[src/rtl/riscv_pkg.sv]
// Shared encodings and ALU operation set for the single-cycle RV32I/M-subset core.
package riscv_pkg;

    localparam int XLEN = 32;

    localparam logic [6:0] OPC_LUI   = 7'b0110111;
    localparam logic [6:0] OPC_OPIMM = 7'b0010011;
    localparam logic [6:0] OPC_OP    = 7'b0110011;

    localparam logic [2:0] F3_ADD  = 3'b000;
    localparam logic [2:0] F3_SLL  = 3'b001;
    localparam logic [2:0] F3_SLT  = 3'b010;
    localparam logic [2:0] F3_SLTU = 3'b011;
    localparam logic [2:0] F3_XOR  = 3'b100;
    localparam logic [2:0] F3_SRL  = 3'b101;
    localparam logic [2:0] F3_OR   = 3'b110;
    localparam logic [2:0] F3_AND  = 3'b111;

    localparam logic [2:0] F3_MUL  = 3'b000;
    localparam logic [2:0] F3_DIV  = 3'b100;
    localparam logic [2:0] F3_DIVU = 3'b101;
    localparam logic [2:0] F3_REM  = 3'b110;
    localparam logic [2:0] F3_REMU = 3'b111;

    localparam logic [6:0] F7_BASE   = 7'b0000000;
    localparam logic [6:0] F7_ALT    = 7'b0100000;
    localparam logic [6:0] F7_MULDIV = 7'b0000001;

    typedef enum logic [3:0] {
        ALU_ADD, ALU_SUB, ALU_SLL, ALU_SLT, ALU_SLTU, ALU_XOR, ALU_SRL, ALU_SRA,
        ALU_OR, ALU_AND, ALU_MUL, ALU_DIV, ALU_DIVU, ALU_REM, ALU_REMU, ALU_PASS_B
    } alu_op_t;

endpackage

[src/rtl/riscv_core.sv]
// Single-cycle core: PC, decoder and ALU, with the register file instantiated as reg_bk.
module core #(
    parameter int              XLEN     = riscv_pkg::XLEN,
    parameter int              NREGS    = 32,
    parameter logic [XLEN-1:0] RESET_PC = '0
) (
    input  logic            clk,
    input  logic            rstn,
    output logic [XLEN-1:0] instr_addr,
    input  logic [31:0]     instr
);
    import riscv_pkg::*;

    localparam int SHW = $clog2(XLEN);

    logic [XLEN-1:0] pc;
    logic [6:0]      opcode, funct7;
    logic [2:0]      funct3;
    logic [4:0]      rd, rs1, rs2;
    logic [XLEN-1:0] rs1_val, rs2_val, imm_i, imm_u, op_b, result;
    logic            rf_we;
    alu_op_t         alu_op;

    function automatic logic [XLEN-1:0] alu(input alu_op_t op, input logic [XLEN-1:0] a,
                                            input logic [XLEN-1:0] b);
        logic signed [XLEN-1:0] sa, sb;
        logic                   div_zero, div_ovf;
        logic [XLEN-1:0]        res;
        sa       = a;
        sb       = b;
        div_zero = (b == '0);
        div_ovf  = (a == {1'b1, {(XLEN-1){1'b0}}}) && (b == '1);
        case (op)
            ALU_ADD:  res = a + b;
            ALU_SUB:  res = a - b;
            ALU_SLL:  res = a << b[SHW-1:0];
            ALU_SLT:  res = {{(XLEN-1){1'b0}}, sa < sb};
            ALU_SLTU: res = {{(XLEN-1){1'b0}}, a < b};
            ALU_XOR:  res = a ^ b;
            ALU_SRL:  res = a >> b[SHW-1:0];
            ALU_SRA:  res = $unsigned(sa >>> b[SHW-1:0]);
            ALU_OR:   res = a | b;
            ALU_AND:  res = a & b;
            ALU_MUL:  res = a * b;
            // Divide-by-zero and -2^31/-1 give fixed results instead of trapping.
            ALU_DIV:  res = div_zero ? '1 : (div_ovf ? a : $unsigned(sa / sb));
            ALU_DIVU: res = div_zero ? '1 : a / b;
            ALU_REM:  res = div_zero ? a : (div_ovf ? '0 : $unsigned(sa % sb));
            ALU_REMU: res = div_zero ? a : a % b;
            default:  res = b;
        endcase
        return res;
    endfunction

    assign opcode = instr[6:0];
    assign rd     = instr[11:7];
    assign funct3 = instr[14:12];
    assign rs1    = instr[19:15];
    assign rs2    = instr[24:20];
    assign funct7 = instr[31:25];
    assign imm_i  = {{(XLEN-12){instr[31]}}, instr[31:20]};
    assign imm_u  = XLEN'({instr[31:12], 12'b0});

    always_comb begin
        alu_op = ALU_ADD;
        op_b   = rs2_val;
        rf_we  = 1'b0;
        case (opcode)
            OPC_LUI: begin
                alu_op = ALU_PASS_B;
                op_b   = imm_u;
                rf_we  = 1'b1;
            end
            OPC_OPIMM: begin
                op_b  = imm_i;
                rf_we = 1'b1;
                case (funct3)
                    F3_ADD:  alu_op = ALU_ADD;
                    F3_SLT:  alu_op = ALU_SLT;
                    F3_SLTU: alu_op = ALU_SLTU;
                    F3_XOR:  alu_op = ALU_XOR;
                    F3_OR:   alu_op = ALU_OR;
                    F3_AND:  alu_op = ALU_AND;
                    F3_SLL: begin
                        alu_op = ALU_SLL;
                        rf_we  = (funct7 == F7_BASE);
                    end
                    default: begin
                        alu_op = instr[30] ? ALU_SRA : ALU_SRL;
                        rf_we  = (funct7 == F7_BASE) || (funct7 == F7_ALT);
                    end
                endcase
            end
            OPC_OP: begin
                if (funct7 == F7_BASE) begin
                    rf_we = 1'b1;
                    case (funct3)
                        F3_ADD:  alu_op = ALU_ADD;
                        F3_SLL:  alu_op = ALU_SLL;
                        F3_SLT:  alu_op = ALU_SLT;
                        F3_SLTU: alu_op = ALU_SLTU;
                        F3_XOR:  alu_op = ALU_XOR;
                        F3_SRL:  alu_op = ALU_SRL;
                        F3_OR:   alu_op = ALU_OR;
                        default: alu_op = ALU_AND;
                    endcase
                end else if (funct7 == F7_ALT) begin
                    if (funct3 == F3_ADD) begin
                        alu_op = ALU_SUB;
                        rf_we  = 1'b1;
                    end else if (funct3 == F3_SRL) begin
                        alu_op = ALU_SRA;
                        rf_we  = 1'b1;
                    end
                end else if (funct7 == F7_MULDIV) begin
                    rf_we = 1'b1;
                    case (funct3)
                        F3_MUL:  alu_op = ALU_MUL;
                        F3_DIV:  alu_op = ALU_DIV;
                        F3_DIVU: alu_op = ALU_DIVU;
                        F3_REM:  alu_op = ALU_REM;
                        F3_REMU: alu_op = ALU_REMU;
                        default: rf_we  = 1'b0;
                    endcase
                end
            end
            default: ;
        endcase
    end

    assign result = alu(alu_op, rs1_val, op_b);

    always_ff @(posedge clk) begin
        if (rstn) begin
            pc <= RESET_PC;
        end else begin
            pc <= pc + XLEN'(4);
        end
    end

    assign instr_addr = pc;

    reg_file #(.XLEN(XLEN), .NREGS(NREGS)) reg_bk (
        .clk      (clk),
        .rstn     (rstn),
        .rs1_addr (rs1),
        .rs2_addr (rs2),
        .rs1_data (rs1_val),
        .rs2_data (rs2_val),
        .wr_en    (rf_we),
        .rd_addr  (rd),
        .rd_data  (result)
    );

endmodule

[src/rtl/riscv_reg_file.sv]
// Architectural register file: two asynchronous read ports, one synchronous write port, x0 hardwired to 0.
module reg_file #(
    parameter int XLEN  = 32,
    parameter int NREGS = 32
) (
    input  logic            clk,
    input  logic            rstn,
    input  logic [4:0]      rs1_addr,
    input  logic [4:0]      rs2_addr,
    output logic [XLEN-1:0] rs1_data,
    output logic [XLEN-1:0] rs2_data,
    input  logic            wr_en,
    input  logic [4:0]      rd_addr,
    input  logic [XLEN-1:0] rd_data
);

    logic [XLEN-1:0] registers [NREGS];

    always_ff @(posedge clk) begin
        if (rstn) begin
            for (int i = 0; i < NREGS; i++) begin
                registers[i] <= '0;
            end
        end else if (wr_en && (rd_addr != 5'd0)) begin
            registers[rd_addr] <= rd_data;
        end
    end

    // Reads see the pre-edge contents, so a same-cycle write shows up next cycle.
    assign rs1_data = (rs1_addr == 5'd0) ? '0 : registers[rs1_addr];
    assign rs2_data = (rs2_addr == 5'd0) ? '0 : registers[rs2_addr];

endmodule

[src/rtl/riscv_top.sv]
// Top level of the single-cycle integer processor; instruction memory sits outside.
module riscv_top #(
    parameter int              XLEN     = 32,
    parameter int              NREGS    = 32,
    parameter logic [XLEN-1:0] RESET_PC = 32'h0000_0000
) (
    input  logic            clk,
    input  logic            rstn,
    output logic [XLEN-1:0] instr_addr,
    input  logic [31:0]     instr
);

    core #(.XLEN(XLEN), .NREGS(NREGS), .RESET_PC(RESET_PC)) cpu (
        .clk        (clk),
        .rstn       (rstn),
        .instr_addr (instr_addr),
        .instr      (instr)
    );

endmodule

[config.mk]
export PLATFORM = sky130hd
export DESIGN_NAME = riscv_top
export DESIGN_NICKNAME = d
export VERILOG_FILES = /design/src/rtl/riscv_pkg.sv /design/src/rtl/riscv_core.sv /design/src/rtl/riscv_reg_file.sv /design/src/rtl/riscv_top.sv
export SDC_FILE = /design/constraint.sdc
export NUM_CORES = 1
export LEC_CHECK = 0
export CORE_AREA = 3 3 86 47
export CTS_CLUSTER_SIZE = 30
export DETAILED_ROUTE_END_ITERATION = 8
export DIE_AREA = 0 0 89 50
export HOLD_SLACK_MARGIN = 0.12
export PLACE_DENSITY = 0.79
export SLEW_MARGIN = 5
export SYNTH_ARGS = -nofsm -noshare
export SYNTH_HDL_FRONTEND = slang
export SYNTH_HIERARCHICAL = 1
export SYNTH_SLANG_ARGS = --single-unit
[constraint.sdc]
create_clock -name clk -period 2.96 [get_ports clk]
set_input_delay 0.592 -clock clk [delete_from_list [all_inputs] [get_ports clk]]
set_output_delay 0.592 -clock clk [all_outputs]
set_load 0.1 [all_outputs]
==> results of run 1 <==
Yosys cell counts, types with 5 or more instances:
cell     number  area, um2
nand3_1      11       55.1
buf_4         5       37.5
xor2_1        9       78.8
or4_1         5       37.5
and4_1        9       78.8
o31ai_1       5       37.5
a21oi_1      14       70.1
or3_1         9       56.3
nand2_1       8       30.0
o21ai_0       6       30.0
nand4_1      10       62.6
dfxtp_1      30        601
nor2_1       14       52.6
through the flow:
step / instance area (um2) / total power [mW] / worst slack, ns / hold slack [ns] / util, %
6_report: 1770 / 0.775 / 1.06 / 0.468 / 52.6
5_1_grt: 1770 / 0.806 / 0.886 / 0.513 / 52.6
4_1_cts: 1770 / 0.782 / 1.08 / 0.477 / 52.6
3_5_place_dp: 1690 / 0.476 / 1.08 / 0.462 / 50.3
3_3_place_gp: 1690 / 0.476 / 1.12 / 0.451 / 50.3
2_1_floorplan: 1460 / 0.468 / 0.565 / 0.800 / -
logic make-up (layout without fill, tap and decap cells):
group | Yosys count | after routing | synth area share, %
other | 1 | 2 | 0.258
flip-flops | 30 | 30 | 41.3
adder cells (fa/ha/maj) | 1 | 1 | 0.860
XOR/XNOR | 12 | 12 | 7.23
buffers and inverters | 14 | 42 | 5.16
AO/OA/AOI/OAI | 30 | 30 | 11.7
AND/OR/NAND/NOR | 80 | 80 | 32.7
multiplexers | 1 | 1 | 0.774
critical path, stage by stage (launching register included):
cell and delay [ns]:
dfxtp_1 0.38, ha_1 0.25, and4_1 0.35, nand4_1 0.29, or3_1 0.42, a21oi_1 0.14
layer usage:
layer	up-vias	track usage (%)	wire length (um)
li1	672	-	-
met5	-	0	0
met1	623	19.3	1490
met3	5	4.51	120
met2	23	25.7	1530
met4	0	7.18	45
cell type report:
cell class                 instances  share of cell area (%)
clock buffer                       7                    4.32
sequential                        30                    34.0
tap                               42                    2.98
inverter                           3                   0.638
timing repair buffer              32                    13.7
multi-input combinational        126                    44.3
cells in the final DEF, fill, tap and decap left out:
cell type,count
o21ba_1,1
nand2_1,8
clkbuf_8,5
or3_1,9
and3_1,3
clkdlybuf4s50_1,1
or4_1,5
nor2_1,14
inv_1,3
buf_4,31
o21ai_0,6
o21ai_1,3
nor3_1,3
mux2_1,1
xnor2_1,3
nand4_4,1
conb_1,2
clkbuf_1,2
o31ai_1,5
and4_1,9
and2_1,3
nor2b_1,2
nor4_1,1
nand3_1,11
o21a_1,1
dfxtp_1,30
nand3_2,1
ha_1,1
nand4_1,10
a21oi_1,14
xor2_1,9
power breakdown:
group	internal (mW)	leakage, nW	total, mW	switching, mW
sequential	0.407	0.242	0.411	0.00407
clock	0.162	0.0383	0.307	0.146
combinational	0.00977	0.384	0.0562	0.0465
total	0.579	0.664	0.775	0.196
worst max-delay path by stage:
| stage | end | cells past startpoint |
|---|---|---|
| after floorplan | cpu/instr_addr[26] | 6 |
| after global placement | cpu/instr_addr[31] | 4 |
| after detailed placement | cpu/instr_addr[26] | 5 |
| after CTS | cpu/instr_addr[26] | 5 |
| after global routing | cpu/instr_addr[18] | 5 |
| final | cpu/instr_addr[26] | 5 |
==> out/qor.yml, run 1 <==
fin_crit_ns: 1.90
regArea_um2: 601
h-tree-depth: 2
cts_sinks: 30
crit_fanout: 8
hold_viol_final: 0
die_w_um: 89
syn_avg_cell_area_um2: 8.60
rsz0062_at_grt: "no"
fillers: 320
cts_buffers: 5
portBuffers: 31
viasPerCell: 5.51
r2r-end: "cpu/instr_addr[26]"
final_cells: 240
ys.flop_type: "dfxtp_1"
hp-start: "cpu/instr_addr[2]"
clkTransAtPathRegs_ns: 0.06
core_um2: 3360
setup.worst_path.end_class: "flop"
dpl.hpwl_mm: 2.25
syn_area_um2: 1450
final_layout_size_suffix_gt1_share_pct: 19.2
setup_tns_ns: 0
first_iter_violations: 71
holdPathEnd: "cpu/instr_addr[2]"
grt_pass1_wl_mm: 5.51
crit_type: "flop to flop"
fin_nets: 233
ys_types: 30
final_antenna_net_count: 0
critPathLaunch: "cpu/instr_addr[2]"
overflow: 0
grt_antenna_before_repair: 0
worstPathRequired_ns: 3.17
reg2reg_depth: 5
n_antenna_cell: 0
ys_ff_latch: 30
multi_input_area_um2: 782
drt-total-wl_mm: 3.18
grt_max_degree: 21
r2r_slack_ns: 1.06
first_pass_iters: 5
io_pins: 66
place_inst: 233
cts_tree: "done"
grtUsageTotal_pct: 15.8
largest_register_ffs: 30
start_kind: "flop"
area_delta_synth_final_pct: 21.4
crit_arrival_ns: 2.10
synthCells: 169
initial_core_util_pct: 43.3
clock_latency_ns: 0.28
gp_congestion: 0.747
leakagePower_nw: 0.664
skew_ns: 0.00482
num_vias: 1323
hold_path_class: "flop to flop"
yosysWarningCount: 6
rows: 15
holdPathStages: 1
synth_edf_count: 0
ys_seq_area_share_pct: 41.3
cts_root_buf: "clkbuf_8"
maxSlewViolCount: 0
status: "finished clean"
drc: 0
cts_setup_buffers: 0
async_flop_share_pct: 0
avgRoutedWirePerCell_um: 13.2
power.density_nw_per_um2: 439
cts.path.max_buffers: 2
peakVddDrop_v: 0.000173
cap_violations: 0
cts_hold_buf: 0
finalSetupViolCount: 0
grt_pass1_vias: 1204
die_h_um: 50
dieArea_um2: 4450
post_cts_resized: 0
r2r_start: "cpu/instr_addr[2]"
max_freq_ghz: 0.527
finalCritPeriodShare_pct: 64.1
No activity file was read; power rests on OpenSTA's default activity.
==> run 2: changes to the inputs <==
Settings changed: CORE_AREA 3 3 86 47 to 3 3 89 49, DIE_AREA 0 0 89 50 to 0 0 92 52, PLACE_DENSITY 0.79 to 0.73.
Clock period 2.96 ns to 1.94 ns, I/O delays scaled along.
==> out/qor.yml, run 2 (synthesis results as in run 1) <==
clkTransAtPathRegs_ns: 0.07  # about the same
rows: 16  # +1
post-route-util_pct: 53.1  # +0.51 points
die_h_um: 52  # +4.0%
drc: 0  # unchanged
grt_pass1_vias: 1158  # -3.8%
cts_tree: "done"
hp-start: "cpu/instr_addr[2]"
met1Wirelength_mm: 1.98  # +33%
n_antenna_cell: 0  # unchanged
r2r-end: "cpu/instr_addr[31]"
core_um2: 3720  # +11%
h-tree-depth: 2  # unchanged
power.density_nw_per_um2: 630  # +44%
grt_antenna_before_repair: 0  # unchanged
io_pins: 66  # unchanged
rsz0062_at_grt: "no"
dieArea_um2: 4780  # +7.5%
place_area_um2: 1880  # +11%
final_layout_size_suffix_gt1_share_pct: 36.4  # +17 points
drt-total-wl_mm: 3.55  # +12%
route.met3.wl_um: 224  # +87%
first_pass_iters: 4  # -1
cts_buffers: 5  # unchanged
area_delta_synth_final_pct: 35.9
status: "finished clean"
finalCritPeriodShare_pct: 92.5  # +28 points
reg2reg_depth: 4  # -1
crit_fanout: 15  # +7
grt_pass1_wl_mm: 5.81  # +5.5%
fin_ws_ns: 0.145  # -0.917 ns
hold_viol_final: 0  # unchanged
maxSlewViolCount: 0  # unchanged
final_antenna_net_count: 0  # unchanged
num_vias: 1345  # +1.7%
final_cell_area_um2: 1980  # +12%
first_iter_violations: 62  # -13%
initial_core_util_pct: 39.0  # -4.2 points
cap_violations: 0  # unchanged
grtUsageTotal_pct: 16.0  # +0.15 points
finalSetupViolCount: 0  # unchanged
fillers: 348  # +8.8%
holdPathEnd: "cpu/instr_addr[2]"
crit_arrival_ns: 2.01  # -0.09 ns
holdPathStages: 1  # unchanged
start_kind: "flop"
grt_max_degree: 17  # -19%
largest_register_ffs: 30  # unchanged
leakagePower_nw: 0.744  # +12%
routed.top_layer: "met4"
most-common-layout-cells: "buf_4 (31), dfxtp_2 (26), nor2_1 (14), a21oi_1 (14), nand3_1 (11)"
r2r_start: "cpu/instr_addr[10]"
die_w_um: 92  # +3.4%
skew_ns: 0.00485  # +0.0000262 ns
setup.worst_path.end_class: "flop"
post-place-ws_ns: 0.129  # -0.953 ns
hold_path_class: "flop to flop"
clock_latency_ns: 0.28  # about the same
r2r_slack_ns: 0.15  # -0.92 ns
peakVddDrop_v: 0.000337  # +94%
worstPathRequired_ns: 2.16  # -1.01 ns
dr_wl_met2_mm: 1.30  # -15%
cts_sinks: 30  # unchanged
portBuffers: 31  # unchanged
viasPerCell: 5.17  # -6.2%
cts_root_buf: "clkbuf_8"
overflow: 0  # unchanged
max_freq_ghz: 0.557  # +5.8%
gp_congestion: 0.752  # +0.55%
avgRoutedWirePerCell_um: 13.6  # +3.1%
fin_nets: 240  # +3.0%
fin_crit_ns: 1.79  # -0.103 ns
crit_type: "flop to flop"
cts_hold_buf: 0  # unchanged
final_common_cell: "buf_4"
cts.path.max_buffers: 2  # unchanged
dpl.hpwl_mm: 2.58  # +15%
==> run 2: worst max path at each step <==
stage               slack [ns]          startpoint  cells after the start            endpoint
floorplan              -0.0009   cpu/instr_addr[6]                      6  cpu/instr_addr[26]
global route              0.02  cpu/instr_addr[10]                      4  cpu/instr_addr[31]
detailed placement        0.13   cpu/instr_addr[2]                      5  cpu/instr_addr[26]
finish                    0.15  cpu/instr_addr[10]                      4  cpu/instr_addr[31]
global placement          0.16   cpu/instr_addr[2]                      5  cpu/instr_addr[26]
CTS                       0.11   cpu/instr_addr[2]                      5  cpu/instr_addr[26]
==> run 2: layout make-up <==
cell class	instances	area (um2)	share of cell area, %
multi-input combinational	126	782	39.6
sequential	30	641	32.4
timing repair buffer	39	383	19.4
clock buffer	7	86.3	4.37
tap	54	67.6	3.42
inverter	3	11.3	0.570
clock inverter	1	5.00	0.253
==> run 2: what timing repair did <==
action	CTS	global route
gates resized for setup	0	0
setup buffers	0	1
setup endpoints to repair	0	1
==> run 2: critical path: stages, from the launching register on <==
cell,delay (ns)
dfxtp_2,0.37
and4_1,0.36
nand4_4,0.27
or4_1,0.57
a21oi_1,0.15
==> run 2: layer usage <==
layer  track usage [%]  vias up
met5                 0        -
li1                  -      693
met2              19.4       36
met3              5.49        4
met1              24.3      612
met4              6.65        0
==> run 2: metrics by stage <==
stage                      TNS (ns)  hold WS (ns)  power (mW)  cells
final                             0         0.439        1.25    260
after global routing              0         0.452        1.29    260
after CTS                         0         0.442        1.26    259
after detailed placement          0         0.433       0.735    251
after global placement            0         0.430       0.735    251
after floorplan           -0.000901         0.589       0.714    170
==> run 2: power by group <==
part / leakage [nW] / total, mW / internal, mW / switching (mW)
sequential: 0.257 / 0.627 / 0.621 / 0.00624
combinational: 0.439 / 0.0941 / 0.0212 / 0.0729
clock: 0.0482 / 0.524 / 0.286 / 0.238
total: 0.744 / 1.25 / 0.928 / 0.317
